## src/rtl/mem_access_ctrl_if.sv

```systemverilog
// Bundle of MA request, IF fetch and byte-wide RAM bus signals around mem_access_ctrl.
// MEMCTRL_ERR_EN adds the ma_err misalignment flag.
interface mem_access_ctrl_if #(
  parameter int ADDR_W = 32
);

  logic              ma_re;
  logic              ma_we;
  logic [ADDR_W-1:0] ma_addr;
  logic [2:0]        ma_width;
  logic [31:0]       ma_wdata;
  logic [31:0]       ma_rdata;
  logic              ma_busy;
`ifdef MEMCTRL_ERR_EN
  logic              ma_err;
`endif

  logic              if_re;
  logic [ADDR_W-1:0] if_addr;
  logic [31:0]       if_rdata;
  logic              if_busy;

  logic [7:0]        mem_din;
  logic [7:0]        mem_dout;
  logic [ADDR_W-1:0] mem_a;
  logic              mem_wr;

  // Master is the requester/RAM environment, slave is the controller.
  modport master (
    output ma_re, ma_we, ma_addr, ma_width, ma_wdata,
    input  ma_rdata, ma_busy,
    output if_re, if_addr,
    input  if_rdata, if_busy,
    output mem_din,
    input  mem_dout, mem_a, mem_wr
`ifdef MEMCTRL_ERR_EN
    , input ma_err
`endif
  );

  modport slave (
    input  ma_re, ma_we, ma_addr, ma_width, ma_wdata,
    output ma_rdata, ma_busy,
    input  if_re, if_addr,
    output if_rdata, if_busy,
    input  mem_din,
    output mem_dout, mem_a, mem_wr
`ifdef MEMCTRL_ERR_EN
    , output ma_err
`endif
  );

endinterface

```

## src/rtl/mem_access_ctrl.sv

```systemverilog
// Byte-serial little-endian memory controller arbitrating MA and IF requests onto an 8-bit RAM bus.
// Define MEMCTRL_ERR_EN to reject misaligned MA accesses with ma_err instead of running them.
module mem_access_ctrl #(
  parameter int ADDR_W = 32
) (
  input logic             clk,
  input logic             rst,
  input logic             rdy,
  mem_access_ctrl_if.slave bus
);

  typedef enum logic [1:0] {
    IDLE   = 2'd0,
    ACCESS = 2'd1,
    DONE   = 2'd2,
    ERR    = 2'd3
  } state_t;

  state_t            state, state_n;
  logic              sel_ma, sel_ma_n;
  logic [ADDR_W-1:0] addr, addr_n;
  logic [2:0]        nbytes, nbytes_n;
  logic              we, we_n;
  logic [31:0]       wdata, wdata_n;
  logic [2:0]        cnt, cnt_n;
  logic [31:0]       asm_word, asm_word_n;

  logic [ADDR_W-1:0] mem_a, mem_a_n;
  logic [7:0]        mem_dout, mem_dout_n;
  logic              mem_wr, mem_wr_n;
  logic              ma_busy, ma_busy_n;
  logic              if_busy, if_busy_n;
  logic [31:0]       ma_rdata, ma_rdata_n;
  logic [31:0]       if_rdata, if_rdata_n;
`ifdef MEMCTRL_ERR_EN
  logic              ma_err, ma_err_n;
  logic              misaligned;
`endif

  logic [2:0]        ma_nbytes;
  logic [2:0]        cnt_inc;
  logic [1:0]        wr_idx;
  logic [1:0]        rd_idx;
  logic [ADDR_W-1:0] addr_step;
  logic [31:0]       asm_capt;

  assign ma_nbytes = bus.ma_width[1] ? 3'd4 : (bus.ma_width[0] ? 3'd2 : 3'd1);
  assign cnt_inc   = cnt + 3'd1;
  assign wr_idx    = cnt[1:0] + 2'd1;
  assign rd_idx    = cnt[1:0] - 2'd1;
  assign addr_step = addr + ADDR_W'(cnt_inc);

`ifdef MEMCTRL_ERR_EN
  assign misaligned = ((ma_nbytes == 3'd2) && bus.ma_addr[0]) ||
                      ((ma_nbytes == 3'd4) && (bus.ma_addr[1:0] != 2'b00));
`endif

  // Byte captured on a read edge belongs to the address issued two edges earlier.
  always_comb begin
    asm_capt = asm_word;
    asm_capt[8*rd_idx +: 8] = bus.mem_din;
  end

  always_comb begin
    state_n    = state;
    sel_ma_n   = sel_ma;
    addr_n     = addr;
    nbytes_n   = nbytes;
    we_n       = we;
    wdata_n    = wdata;
    cnt_n      = cnt;
    asm_word_n = asm_word;
    mem_a_n    = mem_a;
    mem_dout_n = mem_dout;
    mem_wr_n   = mem_wr;
    ma_busy_n  = ma_busy;
    if_busy_n  = if_busy;
    ma_rdata_n = ma_rdata;
    if_rdata_n = if_rdata;
`ifdef MEMCTRL_ERR_EN
    ma_err_n   = ma_err;
`endif

    case (state)
      IDLE: begin
        if (bus.ma_re || bus.ma_we) begin
          sel_ma_n   = 1'b1;
          addr_n     = bus.ma_addr;
          nbytes_n   = ma_nbytes;
          we_n       = bus.ma_we;
          wdata_n    = bus.ma_wdata;
          cnt_n      = 3'd0;
          asm_word_n = 32'd0;
          ma_busy_n  = 1'b1;
`ifdef MEMCTRL_ERR_EN
          ma_err_n   = 1'b0;
          if (misaligned) begin
            ma_err_n = 1'b1;
            state_n  = ERR;
          end else begin
            mem_a_n    = bus.ma_addr;
            mem_wr_n   = bus.ma_we;
            mem_dout_n = bus.ma_wdata[7:0];
            state_n    = ACCESS;
          end
`else
          mem_a_n    = bus.ma_addr;
          mem_wr_n   = bus.ma_we;
          mem_dout_n = bus.ma_wdata[7:0];
          state_n    = ACCESS;
`endif
        end else if (bus.if_re) begin
          sel_ma_n   = 1'b0;
          addr_n     = bus.if_addr;
          nbytes_n   = 3'd4;
          we_n       = 1'b0;
          cnt_n      = 3'd0;
          asm_word_n = 32'd0;
          if_busy_n  = 1'b1;
          mem_a_n    = bus.if_addr;
          mem_wr_n   = 1'b0;
`ifdef MEMCTRL_ERR_EN
          ma_err_n   = 1'b0;
`endif
          state_n    = ACCESS;
        end
      end

      ACCESS: begin
        if (we) begin
          if (cnt_inc == nbytes) begin
            mem_wr_n  = 1'b0;
            ma_busy_n = 1'b0;
            state_n   = DONE;
          end else begin
            cnt_n      = cnt_inc;
            mem_a_n    = addr_step;
            mem_dout_n = wdata[8*wr_idx +: 8];
          end
        end else begin
          if (cnt != 3'd0) asm_word_n = asm_capt;
          if (cnt == nbytes) begin
            if (sel_ma) begin
              ma_rdata_n = asm_capt;
              ma_busy_n  = 1'b0;
            end else begin
              if_rdata_n = asm_capt;
              if_busy_n  = 1'b0;
            end
            state_n = DONE;
          end else begin
            cnt_n = cnt_inc;
            // Addresses run ahead of captures; stop issuing once the last byte is out.
            if (cnt_inc < nbytes) mem_a_n = addr_step;
          end
        end
      end

      DONE: begin
        mem_wr_n = 1'b0;
        state_n  = IDLE;
      end

      ERR: begin
        ma_busy_n = 1'b0;
        state_n   = DONE;
      end

      default: state_n = IDLE;
    endcase
  end

  always_ff @(posedge clk) begin
    if (rst) begin
      state    <= IDLE;
      sel_ma   <= 1'b0;
      addr     <= '0;
      nbytes   <= 3'd0;
      we       <= 1'b0;
      wdata    <= 32'd0;
      cnt      <= 3'd0;
      asm_word <= 32'd0;
      mem_a    <= '0;
      mem_dout <= 8'd0;
      mem_wr   <= 1'b0;
      ma_busy  <= 1'b0;
      if_busy  <= 1'b0;
      ma_rdata <= 32'd0;
      if_rdata <= 32'd0;
`ifdef MEMCTRL_ERR_EN
      ma_err   <= 1'b0;
`endif
    end else if (rdy) begin
      state    <= state_n;
      sel_ma   <= sel_ma_n;
      addr     <= addr_n;
      nbytes   <= nbytes_n;
      we       <= we_n;
      wdata    <= wdata_n;
      cnt      <= cnt_n;
      asm_word <= asm_word_n;
      mem_a    <= mem_a_n;
      mem_dout <= mem_dout_n;
      mem_wr   <= mem_wr_n;
      ma_busy  <= ma_busy_n;
      if_busy  <= if_busy_n;
      ma_rdata <= ma_rdata_n;
      if_rdata <= if_rdata_n;
`ifdef MEMCTRL_ERR_EN
      ma_err   <= ma_err_n;
`endif
    end
  end

  assign bus.mem_a    = mem_a;
  assign bus.mem_dout = mem_dout;
  assign bus.mem_wr   = mem_wr;
  assign bus.ma_busy  = ma_busy;
  assign bus.if_busy  = if_busy;
  assign bus.ma_rdata = ma_rdata;
  assign bus.if_rdata = if_rdata;
`ifdef MEMCTRL_ERR_EN
  assign bus.ma_err   = ma_err;
`endif

endmodule

```

## src/flat_wrapper.sv

```systemverilog
// flat-port wrapper written by rule: the top's interface ports become plain ports
module mem_access_ctrl_flat 
#(
  parameter int ADDR_W = 32
)
  (clk, rst, rdy, bus_ma_re, bus_ma_we, bus_ma_addr, bus_ma_width, bus_ma_wdata, bus_ma_rdata, bus_ma_busy, bus_if_re, bus_if_addr, bus_if_rdata, bus_if_busy, bus_mem_din, bus_mem_dout, bus_mem_a, bus_mem_wr);
  mem_access_ctrl_if #(.ADDR_W(ADDR_W)) bus_i ();
  input logic clk;
  input logic rst;
  input logic rdy;
  input wire logic [$bits(bus_i.ma_re)-1:0] bus_ma_re;
  input wire logic [$bits(bus_i.ma_we)-1:0] bus_ma_we;
  input wire logic [$bits(bus_i.ma_addr)-1:0] bus_ma_addr;
  input wire logic [$bits(bus_i.ma_width)-1:0] bus_ma_width;
  input wire logic [$bits(bus_i.ma_wdata)-1:0] bus_ma_wdata;
  output wire logic [$bits(bus_i.ma_rdata)-1:0] bus_ma_rdata;
  output wire logic [$bits(bus_i.ma_busy)-1:0] bus_ma_busy;
  input wire logic [$bits(bus_i.if_re)-1:0] bus_if_re;
  input wire logic [$bits(bus_i.if_addr)-1:0] bus_if_addr;
  output wire logic [$bits(bus_i.if_rdata)-1:0] bus_if_rdata;
  output wire logic [$bits(bus_i.if_busy)-1:0] bus_if_busy;
  input wire logic [$bits(bus_i.mem_din)-1:0] bus_mem_din;
  output wire logic [$bits(bus_i.mem_dout)-1:0] bus_mem_dout;
  output wire logic [$bits(bus_i.mem_a)-1:0] bus_mem_a;
  output wire logic [$bits(bus_i.mem_wr)-1:0] bus_mem_wr;
  assign bus_i.ma_re = bus_ma_re;
  assign bus_i.ma_we = bus_ma_we;
  assign bus_i.ma_addr = bus_ma_addr;
  assign bus_i.ma_width = bus_ma_width;
  assign bus_i.ma_wdata = bus_ma_wdata;
  assign bus_ma_rdata = bus_i.ma_rdata;
  assign bus_ma_busy = bus_i.ma_busy;
  assign bus_i.if_re = bus_if_re;
  assign bus_i.if_addr = bus_if_addr;
  assign bus_if_rdata = bus_i.if_rdata;
  assign bus_if_busy = bus_i.if_busy;
  assign bus_i.mem_din = bus_mem_din;
  assign bus_mem_dout = bus_i.mem_dout;
  assign bus_mem_a = bus_i.mem_a;
  assign bus_mem_wr = bus_i.mem_wr;
  mem_access_ctrl #(.ADDR_W(ADDR_W)) u_core (.clk(clk), .rst(rst), .rdy(rdy), .bus(bus_i));
endmodule
```

## config.mk

```make
export PLATFORM = sky130hd
export DESIGN_NAME = mem_access_ctrl_flat
export DESIGN_NICKNAME = d
export VERILOG_FILES = /design/src/rtl/mem_access_ctrl_if.sv /design/src/rtl/mem_access_ctrl.sv /design/src/flat_wrapper.sv
export SDC_FILE = /design/constraint.sdc
export NUM_CORES = 1
export LEC_CHECK = 0
export ABC_AREA = 1
export CORE_ASPECT_RATIO = 1.1
export CORE_UTILIZATION = 55
export DETAILED_ROUTE_END_ITERATION = 12
export PLACE_DENSITY = 0.85
export SYNTH_ARGS = -nofsm -noshare
export SYNTH_HDL_FRONTEND = slang
export SYNTH_SLANG_ARGS = --single-unit
export TNS_END_PERCENT = 10
```

## constraint.sdc

```tcl
create_clock -name clk -period 5.53 [get_ports clk]
set_input_delay 1.106 -clock clk [delete_from_list [all_inputs] [get_ports clk]]
set_output_delay 1.106 -clock clk [all_outputs]
set_load 0.005 [all_outputs]
```

==> run summary <==
average cell area after synthesis - 6.81 um^2
Max VDD drop - 245 uV
die area - 19200 um^2
layer with the highest usage - met2
clock latency at the later pin of the worst-skew pair - 0.51 ns
vias in the first global route - 9871
WP data arrival - 4.32 ns
largest net degree at the start of global routing - 129
Worst setup SP type - flip-flop
GP Congestion - 0.934
Setup Skew - 0.00873 ns
Placeable Area - 18300 um^2
first-pass GRT wire length - 48.5 mm
pwr dens - 310 nW/um^2
WL/cell - 15.6 um
Root Buffer - clkbuf_16
CP endpoint kind - flip-flop
Slew Limit Fails - 0
Crit. Startpoint - u_core.cnt[0]$_SDFFE_PP0P_
ANT cells - 0
outcome - completed
clk sink count - 213
Hold WC Path Type - flip-flop to flip-flop
reg2reg end - u_core.bus.mem_a[18]$_SDFFE_PP0P_
Die X - 132 um
EDFF count, synth - 0
dpl ws - 1.37 ns
Total GRT Usage - 30.6%
Final #Nets - 1800
layout cells sized above 1 - 3.51%
Placed Instance Area - 12500 um^2
starting density of the core - 56.0%
CTS Hold Bufs - 0
area delta synth->final - 27.6%
Setup CP Type - flip-flop to flip-flop
Chip Height - 145 um
Yosys reg bits - 213
met2 usage - 53.9%
IO Pins - 220
CTS Buffer Depth - 3
top cell type by total area after synthesis - dfxtp_1
Worst Hold Path Cells - 2
post-cts resize count - 0
top achievable clock speed - 252 MHz
drt initial violations - 740
worst r2r src - u_core.cnt[0]$_SDFFE_PP0P_
Tightest Pin Transition - 1.13 ns
Total Neg Setup Slack - 0 ns
Max-Cap Viols - 0
buffers added on ports - 218
syn_nets - 1639
htree depth - 1
worst-path maximum fanout - 17
Slew headroom - 25.0%
DRT Pass-1 Iters - 5
vias per cell - 5.48
Synth area leaders - dfxtp_1 (42%), nand2_1 (9.4%), o21ai_0 (9.0%), a21oi_1 (8.6%), nor2_1 (7.3%)
final worst path period share - 71.7%
drc violations - 0
synthesized instance count - 1508
YS warnings - 0
grt ovf - 0
met1 usage - 36.4%
Final HPWL DP - 20.2 mm
Register-to-Register Path Depth - 14
GR Layer Usage met3 - 4.98%
top-count cell post-synth - nand2_1
end of the critical path - u_core.bus.mem_a[18]$_SDFFE_PP0P_
setup ws final - 1.57 ns
Post-synth ARST share - 0%
final core utilization - 71.5%
post-CTS setup buffer count - 0
R2R setup slack - 1.57 ns
CTS Buf Count - 22
WL final - 29.9 mm
TritonCTS clock tree - yes
ANT nets after route - 0
Cell Area, Synth - 10300 um^2
Synth Flop Type - dfxtp_1
final setup violating endpoints - 0
clock slew at reported path FFs - 0.06 ns
crit path time final - 3.96 ns
via count - 10530
register area share after synthesis - 41.5%
initial antenna violation count - 0
unique cell type count in the Yosys netlist - 37
Final Instance Area - 13100 um^2
RSZ-0062 raised after global routing - false
Synth top area share - 41.5%
final hold vios - 0
CP required - 5.89 ns
Synth top cells by count - nand2_1 (257), dfxtp_1 (213), nor2_1 (199)
Rows - 52
Lkg Pwr - 5.11 nW
==> flip-flops by register name (all words and copies together), names as in the netlist <==
name	count
u_core.addr	32
u_core.asm_word	32
u_core.bus.if_rdata	32
u_core.bus.ma_rdata	32
u_core.bus.mem_a	32
u_core.wdata	32
u_core.bus.mem_dout	8
u_core.cnt	3
u_core.nbytes	3
u_core.state	2
u_core.bus.if_busy	1
u_core.bus.ma_busy	1
u_core.bus.mem_wr	1
u_core.sel_ma	1
u_core.we	1
==> worst min path at each step <==
stage | from | end
after floorplan | u_core.wdata[10]$_SDFFE_PP0P_ | u_core.wdata[10]$_SDFFE_PP0P_
after global placement | u_core.bus.if_rdata[5]$_SDFFE_PP0P_ | u_core.bus.if_rdata[5]$_SDFFE_PP0P_
after detailed placement | u_core.bus.if_rdata[17]$_SDFFE_PP0P_ | u_core.bus.if_rdata[17]$_SDFFE_PP0P_
after CTS | u_core.bus.if_rdata[29]$_SDFFE_PP0P_ | u_core.bus.if_rdata[29]$_SDFFE_PP0P_
after global routing | u_core.bus.if_rdata[29]$_SDFFE_PP0P_ | u_core.bus.if_rdata[29]$_SDFFE_PP0P_
final | u_core.bus.if_rdata[17]$_SDFFE_PP0P_ | u_core.bus.if_rdata[17]$_SDFFE_PP0P_
==> cells by family after synthesis <==
family / after synthesis / synth area share [%]
simple gates: 563 / 22.3
fa+ha+maj: 18 / 2.27
buf+inv: 265 / 10.1
xor+xnor: 8 / 0.682
flops: 213 / 41.5
mux: 13 / 1.27
compound gates: 428 / 21.9
==> routing by layer <==
layer  wire (um)  vias to the layer above
li1            -                     5238
met1       12000                     4821
met2       14600                      390
met3        2100                       81
met4        1210                        0
met5           0                        -
==> final cells by class <==
class	count	area, um^2
clock buffer	31	626
clock inverter	4	22.5
fill	1544	5240
inverter	177	666
multi-input combinational	1030	5000
sequential	213	4260
tap	243	304
timing repair buffer	225	2230
==> placed cells by master, fill, tap and decap left out, types with 3 or more instances in the layout <==
cell / count
a211oi_1: 17
a21oi_1: 176
buf_4: 7
clkbuf_1: 6
clkbuf_16: 23
clkdlybuf4s50_1: 217
clkinv_2: 4
dfxtp_1: 213
ha_1: 16
inv_1: 168
inv_2: 6
mux2i_1: 13
nand2_1: 257
nand3_1: 87
nand3_2: 3
nor2_1: 197
nor3_1: 3
o21ai_0: 185
o21ai_1: 5
o22ai_1: 41
or2_2: 4
xnor2_1: 5
xor2_1: 3
==> power breakdown <==
part | leakage (nW) | internal (W) | total [W] | switching [W]
Sequential | 1.74 | 0.00167 | 0.00176 | 0.0000908
Combinational | 3.05 | 0.000381 | 0.000932 | 0.000551
Clock | 0.317 | 0.000781 | 0.00137 | 0.000587
Total | 5.11 | 0.00283 | 0.00406 | 0.00123
==> worst max-delay path: stages, from the launching register on <==
cell and delay (ns):
dfxtp_1 0.73, inv_1 0.34, ha_1 0.56, inv_1 0.31, fa_1 0.50, inv_1 0.09, nand3_1 0.06, nand2_1 0.16
nand2_1 0.16, nor2_1 0.49, nand2_1 0.10, nand2_1 0.08, nand3_1 0.07, nand2_1 0.09, a21oi_1 0.06
==> per-stage QoR <==
step                      power [W]  instances  hold slack (ns)
final                       0.00406       1923            0.448
after detailed placement    0.00271       1888            0.439
after global routing        0.00427       1923            0.459
after floorplan             0.00233       1508            0.425
after CTS                   0.00408       1923            0.449
after global placement      0.00269       1888            0.433
No activity file was read; power rests on OpenSTA's default activity.
